[config.mk]
export PLATFORM = sky130hd
export DESIGN_NAME = load_store_unit
export DESIGN_NICKNAME = d
export VERILOG_FILES = /design/src/rtl/load_store_unit_pkg.sv /design/src/rtl/lsu_lane_align.sv /design/src/rtl/load_store_unit.sv
export SDC_FILE = /design/constraint.sdc
export NUM_CORES = 1
export LEC_CHECK = 0
export BUFFER_PORTS_ARGS = -buffer_cell sky130_fd_sc_hd__buf_2
export CAP_MARGIN = 25
export CELL_PAD_IN_SITES_DETAIL_PLACEMENT = 0
export CELL_PAD_IN_SITES_GLOBAL_PLACEMENT = 2
export CORE_MARGIN = 2
export CORE_UTILIZATION = 36
export CTS_BUF_LIST = sky130_fd_sc_hd__clkbuf_4
export DETAILED_ROUTE_END_ITERATION = 12
export MAX_ROUTING_LAYER = met4
export PLACE_DENSITY = 0.94
export SETUP_SLACK_MARGIN = 0.4
export SYNTH_ARGS = -nofsm -noshare
export SYNTH_HDL_FRONTEND = slang
export SYNTH_SLANG_ARGS = --single-unit
[constraint.sdc]
create_clock -name clk -period 3.85 [get_ports clk]
set_input_delay 0 -clock clk [delete_from_list [all_inputs] [get_ports clk]]
set_output_delay 0 -clock clk [all_outputs]
set_load 0.1 [all_outputs]
[src/rtl/load_store_unit_pkg.sv]
// Shared definitions for the load/store unit: MIPS memory opcodes, FSM states
// and the access size/sign decode used by the top and the lane aligner.
package load_store_unit_pkg;

  localparam logic [5:0] OP_LB  = 6'h20;
  localparam logic [5:0] OP_LH  = 6'h21;
  localparam logic [5:0] OP_LW  = 6'h23;
  localparam logic [5:0] OP_LBU = 6'h24;
  localparam logic [5:0] OP_LHU = 6'h25;
  localparam logic [5:0] OP_SB  = 6'h28;
  localparam logic [5:0] OP_SH  = 6'h29;
  localparam logic [5:0] OP_SW  = 6'h2b;

  typedef enum logic [1:0] {
    ST_IDLE,
    ST_RD,
    ST_WR,
    ST_RESP
  } state_e;

  typedef enum logic [1:0] {
    SZ_B,
    SZ_H,
    SZ_W
  } size_e;

  typedef struct packed {
    logic  valid;
    logic  store;
    logic  sign;
    size_e size;
  } dec_t;

  function automatic dec_t decode_op(input logic [5:0] op);
    dec_t d;
    d.valid = 1'b1;
    d.store = 1'b0;
    d.sign  = 1'b0;
    d.size  = SZ_W;
    case (op)
      OP_LB:   begin d.size = SZ_B; d.sign = 1'b1; end
      OP_LH:   begin d.size = SZ_H; d.sign = 1'b1; end
      OP_LW:   d.size = SZ_W;
      OP_LBU:  d.size = SZ_B;
      OP_LHU:  d.size = SZ_H;
      OP_SB:   begin d.size = SZ_B; d.store = 1'b1; end
      OP_SH:   begin d.size = SZ_H; d.store = 1'b1; end
      OP_SW:   begin d.size = SZ_W; d.store = 1'b1; end
      default: d.valid = 1'b0;
    endcase
    return d;
  endfunction

  // Halfwords need an even address, words a multiple of four; bytes never fault.
  function automatic logic misaligned(input size_e sz, input logic [1:0] off);
    case (sz)
      SZ_H:    return off[0];
      SZ_W:    return off != 2'b00;
      default: return 1'b0;
    endcase
  endfunction

endpackage

[src/rtl/lsu_lane_align.sv]
// Byte/halfword lane handling: extracts and extends the addressed lane of a
// read word for loads, and merges store data into a read word for sb/sh RMW.
module lsu_lane_align
  import load_store_unit_pkg::*;
(
  input  size_e       size_i,
  input  logic        sign_i,
  input  logic [1:0]  off_i,
  input  logic [31:0] rdata_i,
  input  logic [15:0] wdata_i,
  output logic [31:0] load_o,
  output logic [31:0] merged_o
);

  logic [7:0]  byte_sel;
  logic [15:0] half_sel;

  // Little-endian lane select: byte k lives in bits 8k+7:8k.
  always_comb begin
    byte_sel = rdata_i[{off_i, 3'b000} +: 8];
    half_sel = off_i[1] ? rdata_i[31:16] : rdata_i[15:0];
    load_o   = rdata_i;
    merged_o = rdata_i;
    case (size_i)
      SZ_B: begin
        load_o = {{24{sign_i & byte_sel[7]}}, byte_sel};
        merged_o[{off_i, 3'b000} +: 8] = wdata_i[7:0];
      end
      SZ_H: begin
        load_o = {{16{sign_i & half_sel[15]}}, half_sel};
        if (off_i[1]) merged_o[31:16] = wdata_i;
        else          merged_o[15:0]  = wdata_i;
      end
      default: ;
    endcase
  end

endmodule

[src/rtl/load_store_unit.sv]
// Load/store unit: accepts one MEM-stage request at a time and runs whole-word
// read / write phases on the data memory, doing RMW for sb/sh.
//
// state   | meaning
// --------+-------------------------------------------------------------
// IDLE    | ready for a request; checks opcode, alignment, range
// RD      | MemRead asserted, waiting for ack (load or sb/sh RMW read)
// WR      | MemWrite asserted, waiting for ack (sw or sb/sh RMW write)
// RESP    | one-cycle resp_valid pulse, then back to IDLE
module load_store_unit
  import load_store_unit_pkg::*;
#(
  parameter int TIMEOUT_CYC = 16,
  parameter int MEM_WORDS   = 256
) (
  input  logic        clk,
  input  logic        rst_n,
  input  logic        req_valid,
  output logic        req_ready,
  input  logic [5:0]  req_opcode,
  input  logic [31:0] req_addr,
  input  logic [31:0] req_wdata,
  output logic        resp_valid,
  output logic [31:0] resp_rdata,
  output logic        resp_err,
  output logic [31:0] mem_address,
  output logic [31:0] mem_write_data,
  output logic [5:0]  mem_opcode,
  output logic        mem_MemRead,
  output logic        mem_MemWrite,
  input  logic [31:0] mem_read_data,
  input  logic        mem_ack
);

  localparam int CNT_W = (TIMEOUT_CYC > 2) ? $clog2(TIMEOUT_CYC) : 1;

  state_e             state_q, state_d;
  logic               store_q, store_d;
  logic               sign_q, sign_d;
  size_e              size_q, size_d;
  logic [1:0]         off_q, off_d;
  logic [15:0]        wdata_lo_q, wdata_lo_d;
  logic [CNT_W-1:0]   cnt_q, cnt_d;
  logic               err_q, err_d;
  logic [31:0]        rdata_q, rdata_d;
  logic [31:0]        addr_q, addr_d;
  logic [31:0]        wdata_q, wdata_d;
  logic [5:0]         opc_q, opc_d;
  logic               rd_q, rd_d;
  logic               wr_q, wr_d;

  dec_t               dec_in;
  logic               addr_bad;
  logic               timed_out;
  logic [31:0]        load_data;
  logic [31:0]        merged;

  assign dec_in    = decode_op(req_opcode);
  assign addr_bad  = {2'b00, req_addr[31:2]} >= 32'(MEM_WORDS);
  assign timed_out = cnt_q == CNT_W'(TIMEOUT_CYC - 1);

  lsu_lane_align u_align (
    .size_i   (size_q),
    .sign_i   (sign_q),
    .off_i    (off_q),
    .rdata_i  (mem_read_data),
    .wdata_i  (wdata_lo_q),
    .load_o   (load_data),
    .merged_o (merged)
  );

  // Next-state and registered-output decisions for the transaction FSM.
  always_comb begin
    state_d    = state_q;
    store_d    = store_q;
    sign_d     = sign_q;
    size_d     = size_q;
    off_d      = off_q;
    wdata_lo_d = wdata_lo_q;
    cnt_d      = cnt_q;
    err_d      = err_q;
    rdata_d    = rdata_q;
    addr_d     = addr_q;
    wdata_d    = wdata_q;
    opc_d      = opc_q;
    rd_d       = rd_q;
    wr_d       = wr_q;
    case (state_q)
      ST_IDLE: begin
        if (req_valid) begin
          store_d    = dec_in.store;
          sign_d     = dec_in.sign;
          size_d     = dec_in.size;
          off_d      = req_addr[1:0];
          wdata_lo_d = req_wdata[15:0];
          addr_d     = {2'b00, req_addr[31:2]};
          err_d      = 1'b0;
          rdata_d    = '0;
          cnt_d      = '0;
          if (!dec_in.valid || misaligned(dec_in.size, req_addr[1:0]) || addr_bad) begin
            err_d   = 1'b1;
            state_d = ST_RESP;
          end else if (dec_in.store && dec_in.size == SZ_W) begin
            wdata_d = req_wdata;
            wr_d    = 1'b1;
            opc_d   = OP_SW;
            state_d = ST_WR;
          end else begin
            rd_d    = 1'b1;
            opc_d   = OP_LW;
            state_d = ST_RD;
          end
        end
      end
      ST_RD: begin
        if (mem_ack) begin
          rd_d  = 1'b0;
          cnt_d = '0;
          if (store_q) begin
            // sb/sh: the read word becomes the write word with one lane replaced
            wdata_d = merged;
            wr_d    = 1'b1;
            opc_d   = OP_SW;
            state_d = ST_WR;
          end else begin
            rdata_d = load_data;
            opc_d   = '0;
            state_d = ST_RESP;
          end
        end else if (timed_out) begin
          rd_d    = 1'b0;
          opc_d   = '0;
          err_d   = 1'b1;
          state_d = ST_RESP;
        end else begin
          cnt_d = cnt_q + CNT_W'(1);
        end
      end
      ST_WR: begin
        if (mem_ack) begin
          wr_d    = 1'b0;
          opc_d   = '0;
          state_d = ST_RESP;
        end else if (timed_out) begin
          wr_d    = 1'b0;
          opc_d   = '0;
          err_d   = 1'b1;
          state_d = ST_RESP;
        end else begin
          cnt_d = cnt_q + CNT_W'(1);
        end
      end
      ST_RESP: state_d = ST_IDLE;
      default: state_d = ST_IDLE;
    endcase
  end

  // State and registered outputs; reset drops any transaction in flight.
  always_ff @(posedge clk or negedge rst_n) begin
    if (!rst_n) begin
      state_q    <= ST_IDLE;
      store_q    <= 1'b0;
      sign_q     <= 1'b0;
      size_q     <= SZ_W;
      off_q      <= '0;
      wdata_lo_q <= '0;
      cnt_q      <= '0;
      err_q      <= 1'b0;
      rdata_q    <= '0;
      addr_q     <= '0;
      wdata_q    <= '0;
      opc_q      <= '0;
      rd_q       <= 1'b0;
      wr_q       <= 1'b0;
    end else begin
      state_q    <= state_d;
      store_q    <= store_d;
      sign_q     <= sign_d;
      size_q     <= size_d;
      off_q      <= off_d;
      wdata_lo_q <= wdata_lo_d;
      cnt_q      <= cnt_d;
      err_q      <= err_d;
      rdata_q    <= rdata_d;
      addr_q     <= addr_d;
      wdata_q    <= wdata_d;
      opc_q      <= opc_d;
      rd_q       <= rd_d;
      wr_q       <= wr_d;
    end
  end

  assign req_ready      = state_q == ST_IDLE;
  assign resp_valid     = state_q == ST_RESP;
  assign resp_err       = resp_valid & err_q;
  assign resp_rdata     = resp_valid ? rdata_q : '0;
  assign mem_address    = addr_q;
  assign mem_write_data = wdata_q;
  assign mem_opcode     = opc_q;
  assign mem_MemRead    = rd_q;
  assign mem_MemWrite   = wr_q;

endmodule

# Word level (Yosys, flattened, before mapping)
# Index checks and enable logic that the tools add are counted.
[totals]
ff_bits = 131
latchBits = 0
ramBits = 0
mem_bits_ro = 0
inputBits = 106
output_inout_bits = 107
n_memories = 0
[classes]
addsub = 2
n_mul = 0
div_mod_pow = 0
order_cmp = 1
n_eq_ne = 27
n_shift = 3
mux = 62
bitwise = 3
reduce_logical = 24
[ops]
columns = ["operator", "n"]
rows = [
  ["$mux W32", 9],
  ["$pmux W32 S2", 4],
  ["$eq A6 B6 Y1 const B", 8],
  ["$mux W16", 3],
  ["$mux W6", 6],
  ["$bwmux W32", 1],
  ["$shift A8 B7 Y32 const A", 1],
  ["$shiftx A32 B6 Y8", 1],
  ["$shiftx A8 B7 Y32", 1],
  ["$ge A30 B9 Y1 const B", 1],
  ["$mux W1", 20],
  ["$mux W4", 5],
  ["$pmux W6 S3", 1],
  ["$ne A2 B2 Y1 const B", 8],
  ["$mux W2", 6],
  ["$pmux W4 S3", 1],
  ["$reduce_or A3 Y1", 3],
  ["$pmux W2 S4", 1],
  ["$reduce_and A4 Y1", 2],
  ["$reduce_or A8 Y1", 1],
  ["$neg A5 Y7", 1],
  ["$reduce_and A7 Y1", 1],
  ["$eq A2 B1 Y1 const B", 3],
  ["$eq A2 B2 Y1 const B", 3],
  ["19 further kinds", 31],
]

# Depth between registers and ports, before layout
# Gate-level depths: netlist of run 1.
[logic_depth]
depth_word = 12
mapped_depth = 9
mapped_depth_nobuf = 7

# Modules after synthesis
# Synthesis of run 1 repeated with hierarchy kept, for this count alone.
[hier_totals]
hier_cells = 840
hier_area_um2 = 8151.6
[by_module_without_submodules]
columns = ["module", "n_inst", "cells_each", "area_each_um2"]
rows = [
  ["load_store_unit", 1, 529, 6239.7],
  ["lsu_lane_align", 1, 311, 1911.8],
]

# Worst setup path before layout of run 1
# OpenSTA, ideal clock, no wires.
[synth_timing]
path_kind = "reg-to-reg"
startpoint = "register state_q[1]"
endpoint = "register wdata_q[0] (netlist: mem_write_data[0])"
setup_time_ns = 0.126
arrival_time_ns = 2.848
required_time_ns = 3.724
slack_ns = 0.875
stages_incl_launch_ff = 8
synth_period_minus_slack_ns = 2.975
path_cell_list = "dfrtp_1 > inv_1 > ha_1 > nand2_1 > or4b_1 > o22ai_4 > buf_6 > mux2_4"
[synth_via]
elab_chain_len = 3
word_cells_on_any_way = 10
cone_classes = "eq/ne: 6; mux: 1; reduce/logical: 3"
[synth_rtl]
columns = ["element", "line_no", "text"]
rows = [
  ["from (decl)", "load_store_unit.sv:37", "state_e state_q, state_d;"],
  ["from (signal assigned)", "load_store_unit.sv:176", "state_q <= state_d;"],
  ["$logic_not A2 Y1 *", "n/a", ""],
  ["named net req_ready", "load_store_unit.sv:19", "output logic req_ready,"],
  ["$ne A2 B1 Y1 (no line), or another cell as far along", "n/a", ""],
  ["$reduce_and A6 Y1 (no line)", "n/a", ""],
  ["to (signal assigned)", "load_store_unit.sv:186", "wdata_q <= wdata_d;"],
  ["to (decl)", "load_store_unit.sv:47", "logic [31:0] wdata_q, wdata_d;"],
]
# Mark *: on every way through the listed nets, which the timed path passes. The rest lies on a longest branch.
# A chain may end at the register's enable or synchronous reset.

# Worst setup path after layout of run 1
[layout_timing]
startpoint = "register off_q[0]"
endpoint = "register wdata_q[25] (netlist: mem_write_data[25])"
[layout_via]
elab_chain_len = 7
word_cells_on_any_way = 8
cone_classes = "add/sub: 1; shift: 2; mux: 5"
[layout_rtl]
columns = ["element", "line_no", "text"]
rows = [
  ["from (decl)", "load_store_unit.sv:41", "logic [1:0] off_q, off_d;"],
  ["from (signal assigned)", "load_store_unit.sv:165", "off_q <= '0;"],
  ["from (signal assigned)", "load_store_unit.sv:180", "off_q <= off_d;"],
  ["$neg A5 Y7 *", "lsu_lane_align.sv:27", "merged_o[{off_i, 3'b000} +: 8] = wdata_i[7:0];"],
  ["$shiftx A8 B7 Y32 or $shift A8 B7 Y32 (tied branches)", "lsu_lane_align.sv:27", ""],
  ["$bwmux W32 *", "lsu_lane_align.sv:27", ""],
  ["$pmux W32 S2 *", "lsu_lane_align.sv:24", "case (size_i)"],
  ["$mux W32 *", "load_store_unit.sv:119", "if (store_q) begin"],
  ["$mux W32 *", "load_store_unit.sv:116", "if (mem_ack) begin"],
  ["$pmux W32 S2 *", "load_store_unit.sv:88", "case (state_q)"],
]
# Every way passes the cells marked *; elsewhere a longest branch is shown, timed or not. The select of a mux whose other input is x is not followed.

==> results of run 1 <==
sequential cells by signal, summed over array words and instances (netlist names):
register / count
sign_q: 1
size_q: 2
mem_opcode: 6
rdata_q: 32
off_q: 2
cnt_q: 4
store_q: 1
mem_write_data: 32
mem_address: 30
state_q: 2
err_q: 1
mem_MemRead: 1
wdata_lo_q: 16
mem_MemWrite: 1
layout by cell type, fill, tap and decap left out, drive strengths merged, types with 4 or more instances in the layout:
| cell type | synthesis | routed |
|---|---|---|
| o21ai | 23 | 23 |
| a22o | 51 | 51 |
| clkbuf | 33 | 21 |
| bufinv | 0 | 4 |
| a21oi | 37 | 37 |
| nand3 | 7 | 7 |
| buf | 20 | 223 |
| nand2b | 23 | 23 |
| o41ai | 7 | 7 |
| a32oi | 6 | 6 |
| dfrtp | 130 | 130 |
| and2 | 35 | 35 |
| inv | 13 | 13 |
| clkinv | 1 | 5 |
| a211oi | 7 | 7 |
| mux2 | 90 | 90 |
| o31ai | 8 | 8 |
| nor3 | 5 | 5 |
| a222oi | 4 | 4 |
| o22ai | 9 | 9 |
| a31oi | 20 | 20 |
| nor4 | 9 | 9 |
| a22oi | 17 | 17 |
| mux2i | 8 | 8 |
| nor2b | 4 | 4 |
| a21o | 5 | 5 |
| nand2 | 53 | 53 |
| ha | 10 | 10 |
| nor2 | 48 | 48 |
| a221oi | 5 | 5 |
| dlygate4sd3 | 0 | 118 |
worst max-delay path, delay by kind of cell, from the launching register on:
kind            cells  cell delay (ns)
mux                 1             0.13
flops               1             0.81
simple gates        2             0.60
fa+ha+maj           1             0.40
compound gates      2             0.33
buf+inv             2             0.83
layer usage:
metal | wire length [um] | vias to the layer above
li1 | - | 3336
met1 | 10890 | 3407
met2 | 12780 | 285
met3 | 1678 | 36
met4 | 520 | 0
met5 | 0 | -
per-stage QoR:
stage / util, % / worst slack (ns)
after floorplan: - / 0.8754
after global placement: 43.14 / 0.9675
after detailed placement: 43.14 / 0.9201
after CTS: 50.48 / 0.5774
after global routing: 50.67 / 0.5329
final: 50.67 / 0.7049
cell type report:
| type | instances | area [sq um] | share of cell area, % |
|---|---|---|---|
| antenna | 1 | 2.502 | 0.02417 |
| clock buffer | 21 | 157.7 | 1.523 |
| clock inverter | 11 | 160.2 | 1.547 |
| inverter | 14 | 52.55 | 0.5077 |
| multi-input combinational | 529 | 3993 | 38.57 |
| sequential | 131 | 3279 | 31.68 |
| tap | 270 | 337.8 | 3.264 |
| timing repair buffer | 341 | 2369 | 22.88 |
worst paths after layout:
kind,endpoint,cells after the start,slack [ns],start
min in group clk,mem_opcode[3],6,0.19,req_opcode[2]
setup / recovery,mem_write_data[25],8,0.70,off_q[0]
hold / removal,rdata_q[24],2,0.10,rst_n
hold reg to reg,rdata_q[4],2,0.49,rdata_q[4]
max in group asynchronous,mem_MemWrite,3,2.74,rst_n
setup reg to reg,mem_write_data[25],8,0.70,off_q[0]
cells by family (layout without fill, tap and decap cells):
family,count (synthesis),count (layout),synth area share [%]
AOI/OAI and AO/OA,218,218,21.05
and+or+nand+nor,200,200,13.63
DFF,131,131,43.44
muxes,99,99,16.28
buffers and inverters,67,387,3.895
adders and majority gates,10,10,1.658
other,1,3,0.04968
repair_timing:
action                     CTS  global route
resized for setup            0             1
hold endpoints to repair   220             0
hold buffers               118             0
setup endpoints to repair    0             1
==> summary.md, run 1 <==
| Metric | Value |
|---|---|
| Die Footprint | 22,140 sq um |
| Worst Hold Slack | 0.1027 ns |
| WL final | roughly 26,000 um |
| Dpl cell area | 8813 sq um |
| Design area | around 10,000 sq um |
| Fmax | 318.0 MHz |
| Synth warn | 0 |
| Setup Fix Bufs, Post-CTS | 0 |
| DP HPWL | 17,560 um |
| Area leader, netlist | dfrtp_1 |
| Commonest cells in the netlist | 130 x dfrtp_1, 60 x mux2_2, 53 x nand2_1, 51 x a22o_1, 48 x nor2_1 |
| Met2 Usage GRT | 39.63% |
| Post-Syn Area per Cell | between 10 and 15 sq um |
| Distinct cells, synth | 67 |
| Area growth from synthesis to final layout | 37.13% |
| RSZ-0062 raised after global routing | false |
| Yosys top cell area share | 43.10% |
| CTS root buf | clkbuf_4 |
| Slowest cell on the critical path | dfrtp_1 |
| First-pass GRT wire length | 39,400 um |
| Synth Instances | 726 |
| Outcome | complete, no violations |
| Max Buffers Root-to-Sink | 2 |
| Number of synthesized register bits | around 130 |
| NumNets Final | 1,150 |
| Clock buffer count from CTS | 17 |
| Initial detailed-routing violation count | approximately 450 |
| Initial Utilization | 36.95% |
| Via Count | 7,064 |
| Count leader, synth | dfrtp_1 |
| Pin count of the biggest net entering global routing | 98 |
| GR Util met1 | 29.71% |
| Max Cap Violations | 0 |
| Die width | 148.8 um |
| IO Port Bufs | 210 |
| Skew final | 0.01707 ns |
| Slew Limit Fails | 0 |
| Detail Route Antenna Nets | 0 |
| Via density | about 5.4 |
| Post-route DRC | 0 |
| Post-synth EDFFs | 0 |
| CTS Sinks | 131 |
| Worst Hold Class | in2async |
| Synth top area cells | dfrtp_1 43%, mux2_2 9.0%, mux2_4 6.0% |
| Final hold vios | 0 |
| Req. time, crit path | around 4.4 ns |
| Clock slew at reported path FFs | 0.12 ns |
| Number of global-route vias before repair | 7,077 |
| Period utilisation layout | 81.69% |
| Relative max-transition margin | 39.62% |
| DIE HEIGHT | 148.8 um |
| DRT Pass-1 Iters | 5 |
| Final GP Congestion | roughly 0.84 |
| Clk Latency, worst-skew pair | 0.57 ns |
| CTS tree | built |
| Core area | 20,430 sq um |
| # setup viols final | 0 |
| Setup crit end kind | register |
| Startpoint types | register |
| Htree depth | 4 |
| Post-synthesis cell area | approximately 7500 sq um |
| Layer with the highest usage | met2 |
| Crit path arrival time | between 3 and 4 ns |
| Total grt overflow | 0 |
| Ordered list of cells on the worst path | inv_1, ha_1, nand2b_1, nor4_4, a222oi_1, a21oi_1, dlygate4sd3_1, mux2_4 |
| Synth Flop Type | dfrtp_1 |
| Fillers | 1,904 |
| Share of layout cells above drive strength 1 | 33.91% |
| Core Rows | between 50 and 60 |
| Worst-margin pin slew | 0.9057 ns |
| Non-filler cells, final | 1,318 |
| Seq/Total Area, Yosys | between 40% and 50% |
| IO Pins | 213 |
| GRT Total Usage | 23.86% |
| Ys async rst share | 100.0% |
| Placed Instances | 1,166 |
| Setup CP Type | reg2reg |
| Routed wire length per instance | 19.63 um |
| Setup TNS | 0 ns |
| CP Max Fanout | 22 |
| Initial antenna violation count | 1 |
| Max incr delay on CP | 0.81 ns |
| Minimum clock period | 3.145 ns |
| GR met3 Demand/Resource | between 4 and 5% |
Power of run 1 is left out: the tool's default activity adds up to more than one toggle a clock period on the data nets, which glitch-free logic cannot reach.
==> inputs of run 2 (changes only) <==
--- a/config.mk
+++ b/config.mk
@@ -10,11 +10,11 @@
 export CELL_PAD_IN_SITES_DETAIL_PLACEMENT = 0
 export CELL_PAD_IN_SITES_GLOBAL_PLACEMENT = 2
 export CORE_MARGIN = 2
-export CORE_UTILIZATION = 36
+export CORE_UTILIZATION = 33
 export CTS_BUF_LIST = sky130_fd_sc_hd__clkbuf_4
 export DETAILED_ROUTE_END_ITERATION = 12
 export MAX_ROUTING_LAYER = met4
-export PLACE_DENSITY = 0.94
+export PLACE_DENSITY = 0.88
 export SETUP_SLACK_MARGIN = 0.4
 export SYNTH_ARGS = -nofsm -noshare
 export SYNTH_HDL_FRONTEND = slang
==> constraint.sdc (replaced) <==
create_clock -name clk -period 3.3 [get_ports clk]
set_input_delay 0 -clock clk [delete_from_list [all_inputs] [get_ports clk]]
set_output_delay 0 -clock clk [all_outputs]
set_load 0.1 [all_outputs]
==> run 2 against run 1 <==
Net effect:
- hold slack worse by 0.053 ns
- flip-flop and latch count stayed put
- non-clock buffer count is 2 higher
- via count is 0.38% lower
- core utilization is 4.9 points lower
- clock skew is 0.0048 ns higher
- final cell count is 1.3% higher
- die area is 8.8% higher
- worst setup slack worse by 0.14 ns
- critical endpoint is now mem_write_data[19]
==> summary.md, run 2 (synthesis gave the netlist of run 1 again) <==
| Metric | Value |
|---|---|
| Clk Latency, worst-skew pair | 0.57 ns (about the same) |
| Core area | 22,570 sq um (+10%) |
| Crit path arrival time | 3.19 ns (-0.47 ns) |
| Pin count of the biggest net entering global routing | 85 (-13%) |
| Initial Utilization | 33.44% (-3.5 points) |
| FF-to-FF setup slack | 0.60 ns (-0.10 ns) |
| Slew Limit Fails | 0 (unchanged) |
| Clock slew at reported path FFs | 0.12 ns (about the same) |
| Core Rows | 55 (+5.8%) |
| RSZ-0062 raised after global routing | false |
| Setup crit end kind | register |
| Outcome | complete, no violations |
| Final GP Congestion | 0.8384 (-0.26%) |
| Detail Route Antenna Nets | 0 (unchanged) |
| Skew final | 0.02187 ns (+0.004804 ns) |
| CTS root buf | clkbuf_4 |
| Worst-margin pin slew | 0.9217 ns (+0.01600 ns) |
| FF-to-FF End | rdata_q[1] |
| Final hold vios | 0 (unchanged) |
| Period utilisation layout | 82.94% |
| DP HPWL | 18,350 um (+4.5%) |
| Startpoint types | input pin |
| NumNets Final | 1,152 (+0.17%) |
| Clock buffer count from CTS | 17 (unchanged) |
| Setup Fix Bufs, Post-CTS | 0 (unchanged) |
| Fmax | 365.4 MHz |
| Commonest non-fill, non-tap cell in the layout | buf_2 |
| Initial detailed-routing violation count | 455 (+0.66%) |
| Req. time, crit path | 3.76 ns (-0.61 ns) |
| First-pass GRT wire length | 40,630 um (+3.1%) |
| Number of global-route vias before repair | 7,268 (+2.7%) |
| Routed wire length per instance | 19.74 um (+0.57%) |
| Total grt overflow | 0 (unchanged) |
| Minimum clock period | 2.737 ns |
| Relative max-transition margin | 38.08% (-1.5 points) |
| Die width | 155.2 um (+4.3%) |
| DIE HEIGHT | 155.2 um (+4.3%) |
| IO Port Bufs | 210 (unchanged) |
| Setup TNS | 0 ns (unchanged) |
| Max Cap Violations | 0 (unchanged) |
| Setup CP Type | in2reg |
| Post-route DRC | 0 (unchanged) |
| Reg2Reg Depth | 6 (-2) |
| Share of layout cells above drive strength 1 | 34.35% (+0.44 points) |
| Initial antenna violation count | 2 (+1) |
| CP Max Fanout | 32 (+45%) |
| Reg2reg start | size_q[1] |
| WL final | 26,350 um (+1.9%) |
| IO Pins | 213 (unchanged) |
| Worst Hold Class | in2async |
| Htree depth | 4 (unchanged) |
| CTS Sinks | 131 (unchanged) |
| Via density | 5.271 (-1.7%) |
| DRT Pass-1 Iters | 8 (+3) |
| Area growth from synthesis to final layout | 36.88% |
| Commonest non-fill, non-tap cells in the layout | 209 x buf_2, 129 x dfrtp_1, 117 x dlygate4sd3_1, 60 x mux2_2, 52 x nand2_1 |
| Die Footprint | 24,100 sq um (+8.8%) |
| CTS tree | built |
| Max Buffers Root-to-Sink | 2 (unchanged) |
| Via Count | 7,037 (-0.38%) |
| Fillers | 2,169 (+14%) |
| GRT Total Usage | 22.55% (-1.3 points) |
| # setup viols final | 0 (unchanged) |
[run 2: cell types whose count changed in the layout (fill, tap and decap cells not counted), sizes merged]
cell / delta
buf: +3
clkbuf: -3
clkinv: +3
bufinv: -2
clkinvlp: +1
diode: +1
dlygate4sd3: -1
[run 2: how the worst max path moves through the flow]
stage             startpoint                 end  slack [ns]  depth (start not counted)
2_1_floorplan     state_q[1]   mem_write_data[0]        0.68                          7
3_3_place_gp      state_q[0]         rdata_q[26]        0.72                          7
3_5_place_dp      state_q[1]         rdata_q[30]        0.67                          7
4_1_cts            size_q[1]          rdata_q[2]        0.63                          6
5_1_grt            size_q[1]          rdata_q[1]        0.44                          6
6_report       req_opcode[4]  mem_write_data[19]        0.56                          9
[run 2: worst max-delay path, cell delays in order]
cell	delay, ns
dlygate4sd3_1	0.55
buf_2	0.15
nor3b_2	0.19
dlygate4sd3_1	0.60
nand4_1	0.24
or4b_1	0.63
o22ai_4	0.17
buf_12	0.26
mux2_2	0.37
[run 2: layout make-up]
class | count | area, sq um | area share, %
timing repair buffer | 343 | 2377 | 23.01
clock buffer | 18 | 135.1 | 1.308
antenna | 2 | 5.005 | 0.04844
inverter | 14 | 52.55 | 0.5086
clock inverter | 13 | 138.9 | 1.344
tap | 285 | 356.6 | 3.451
sequential | 131 | 3281 | 31.75
multi-input combinational | 529 | 3986 | 38.58
[run 2: what timing repair did]
item,CTS,global route
endpoints found under the setup margin,0,2
hold endpoints to repair,209,0
hold buffers,117,0
resized for setup,0,1
[run 2: per-layer routing]
metal	global-route usage [%]	routed length (um)	vias to the layer above
met4	6.335	459	0
li1	-	-	3333
met2	37.88	13050	259
met5	-	0	-
met1	27.95	11410	3414
met3	4.206	1437	31
[run 2: through the flow]
stage                     worst slack [ns]  hold WS [ns]  std cells  area (sq um)  util (%)
after global placement              0.7242        0.1185       1184          8870     39.30
after global routing                0.4355        0.1037       1335         10330     45.78
after floorplan                     0.6836       -0.2956        727          7555         -
after CTS                           0.6264       0.07318       1332         10310     45.70
final                               0.5631       0.04942       1335         10330     45.78
after detailed placement            0.6744        0.1159       1184          8870     39.30
Power of run 2 is left out for the same reason.
==> inputs of run 3 (changes only) <==
==> constraint.sdc (replaced) <==
create_clock -name clk -period 2.6 [get_ports clk]
set_input_delay 0 -clock clk [delete_from_list [all_inputs] [get_ports clk]]
set_output_delay 0 -clock clk [all_outputs]
set_load 0.1 [all_outputs]
==> run 3 against run 2 <==
Net effect:
- critical path depth down 1
- cell area up 4.8%
- global-route usage up 0.36 points
- via count up 3.0%
- register-to-register slack worse by 0.24 ns
- core utilization up 2.2 points
- hold slack better by 0.063 ns
- sequential share of layout area down 1.4 points
- first-iteration DRC count up 7.9%
- worst setup slack worse by 0.20 ns
- clock-buffer cell count up 1
- die area unchanged
- highest routed layer unchanged
==> summary.md, run 3 (synthesis gave the netlist of run 1 again) <==
| Metric | Value |
|---|---|
| Final WS setup | 0.3615 ns (-0.2015 ns) |
| Clk Latency, worst-skew pair | 0.56 ns (about the same) |
| Routed wire length per instance | 19.81 um (+0.36%) |
| Core Rows | 55 (unchanged) |
| Skew final | 0.02634 ns (+0.004467 ns) |
| DP HPWL | 18,430 um (+0.44%) |
| Via density | 5.332 (+1.1%) |
| Final hold vios | 0 (unchanged) |
| CTS Sinks | 131 (unchanged) |
| Via Count | 7,251 (+3.0%) |
| Worst Hold Class | in2reg |
| Max Buffers Root-to-Sink | 2 (unchanged) |
| Detail Route Antenna Nets | 0 (unchanged) |
| Relative max-transition margin | 49.47% (+11 points) |
| Post-Place Worst Slack | 0.1629 ns (-0.5115 ns) |
| Setup CP Type | reg2reg |
| Met2 Usage GRT | 38.33% (+0.44 points) |
| Die Footprint | 24,100 sq um (unchanged) |
| CTS tree | built |
| Final GP Congestion | 0.8405 (+0.25%) |
| Period utilisation layout | 86.10% |
| IO Port Bufs | 210 (unchanged) |
| Initial antenna violation count | 4 (+2) |
| GR met3 Demand/Resource | 4.596% (+0.39 points) |
| Clock slew at reported path FFs | 0.13 ns (about the same) |
| RSZ-0062 raised after global routing | true |
| WL final | 26,940 um (+2.2%) |
| Clock buffer count from CTS | 17 (unchanged) |
| Max Cap Violations | 0 (unchanged) |
| NumNets Final | 1,174 (+1.9%) |
| Reg2Reg Depth | 8 (+2) |
| Htree depth | 4 (unchanged) |
| DRT Pass-1 Iters | 6 (-2) |
| Hold path endpoint | mem_opcode[3] |
| Die width | 155.2 um (unchanged) |
| HP Start | req_addr[30] |
| Number of global-route vias before repair | 7,404 (+1.9%) |
| First-pass GRT wire length | 41,680 um (+2.6%) |
| Reg2reg start | state_q[0] |
| Commonest non-fill, non-tap cell in the layout | buf_2 |
| Crit path arrival time | 2.69 ns (-0.50 ns) |
| GRT Total Usage | 22.91% (+0.36 points) |
| Setup TNS | 0 ns (unchanged) |
| GR Util met1 | 28.92% (+0.96 points) |
| FF-to-FF setup slack | 0.36 ns (-0.24 ns) |
| Commonest non-fill, non-tap cells in the layout | 195 x buf_2, 127 x dfrtp_1, 110 x dlygate4sd3_1, 59 x mux2_2, 52 x nand2_1 |
| Design area | 10,830 sq um (+4.8%) |
| Minimum clock period | roughly 2.2 ns |
| Layer with the highest usage | met2 |
| Worst-margin pin slew | 0.7579 ns (-0.1638 ns) |
| CTS root buf | clkbuf_4 |
| # setup viols final | 0 (unchanged) |
| IO Pins | 213 (unchanged) |
| Total grt overflow | 0 (unchanged) |
| DIE HEIGHT | 155.2 um (unchanged) |
| Dpl cell area | 8987 sq um (+1.3%) |
| Post-route DRC | 0 (unchanged) |
| Initial Utilization | 33.44% (unchanged) |
| Startpoint types | register |
| Share of layout cells above drive strength 1 | 38.00% (+3.7 points) |
| Pin count of the biggest net entering global routing | 69 (-19%) |
| Req. time, crit path | 3.06 ns (-0.70 ns) |
| Initial detailed-routing violation count | 491 (+7.9%) |
| Hold Crit Depth | 6 |
| Core area | 22,570 sq um (unchanged) |
| Slew Limit Fails | 0 (unchanged) |
| Setup crit end kind | register |
| CP Max Fanout | 8 (-75%) |
| FF-to-FF End | mem_write_data[20] |
| Fmax | 446.7 MHz |
| Area growth from synthesis to final layout | 43.51% |
| Outcome | complete, no violations |
run 3: cell types whose count changed in the layout (fill, tap and decap cells not counted), moves of 3 or more:
cell / before / now
inv_2: 1 / 4
inv_1: 12 / 9
dlygate4sd3_1: 117 / 110
buf_2: 209 / 195
buf_12: 2 / 7
ha_4: 0 / 3
buf_6: 2 / 5
clkbuf_4: 18 / 33
buf_4: 13 / 30
run 3: layout make-up:
class / instances / area (sq um)
antenna: 4 / 10.01
clock buffer: 19 / 142.6
clock inverter: 13 / 183.9
fill: 2147 / 11740
inverter: 14 / 57.56
multi-input combinational: 529 / 4090
sequential: 131 / 3283
tap: 285 / 356.6
timing repair buffer: 365 / 2709
run 3: worst max-delay path by stage:
stage          slack (ns)            endpoint  cells after the start  startpoint
6_report             0.36  mem_write_data[20]                      8  state_q[0]
5_1_grt              0.30   mem_write_data[0]                      8  state_q[0]
4_1_cts              0.38  mem_write_data[18]                      8    off_q[0]
3_5_place_dp         0.16         rdata_q[16]                      7  state_q[1]
3_3_place_gp         0.25         rdata_q[27]                      7  state_q[1]
2_1_floorplan        0.36   mem_write_data[0]                      7  state_q[1]
run 3: routing by layer:
layer	routed length (um)	share of wire, %
met1	11780	44
met2	12980	48
met3	1728	6.4
met4	451	1.7
met5	0	0
run 3: critical path, cell delays in order, from the launching register on:
cell and delay [ns]:
dfrtp_2 0.47, inv_2 0.10, ha_4 0.17, nand2_4 0.05, or4b_4 0.54, o22ai_4 0.21, buf_12 0.15, buf_12 0.14
mux2_2 0.33
run 3: per-stage QoR:
stage	hold WS [ns]	util, %	cells
after floorplan	-0.2956	-	727
after global placement	-0.06783	39.77	1193
after detailed placement	-0.06396	39.82	1194
after CTS	0.09459	46.90	1346
after global routing	0.1655	47.99	1360
final	0.1126	47.99	1360
run 3: what timing repair did:
action | CTS | global route
endpoints found under the hold margin | 255 | 0
pin swaps | 0 | 5
gates resized for setup | 8 | 28
endpoints found under the setup margin | 49 | 88
hold buffers | 111 | 0
setup buffers | 7 | 8
cloned | 2 | 2
Power of run 3 is left out for the same reason.
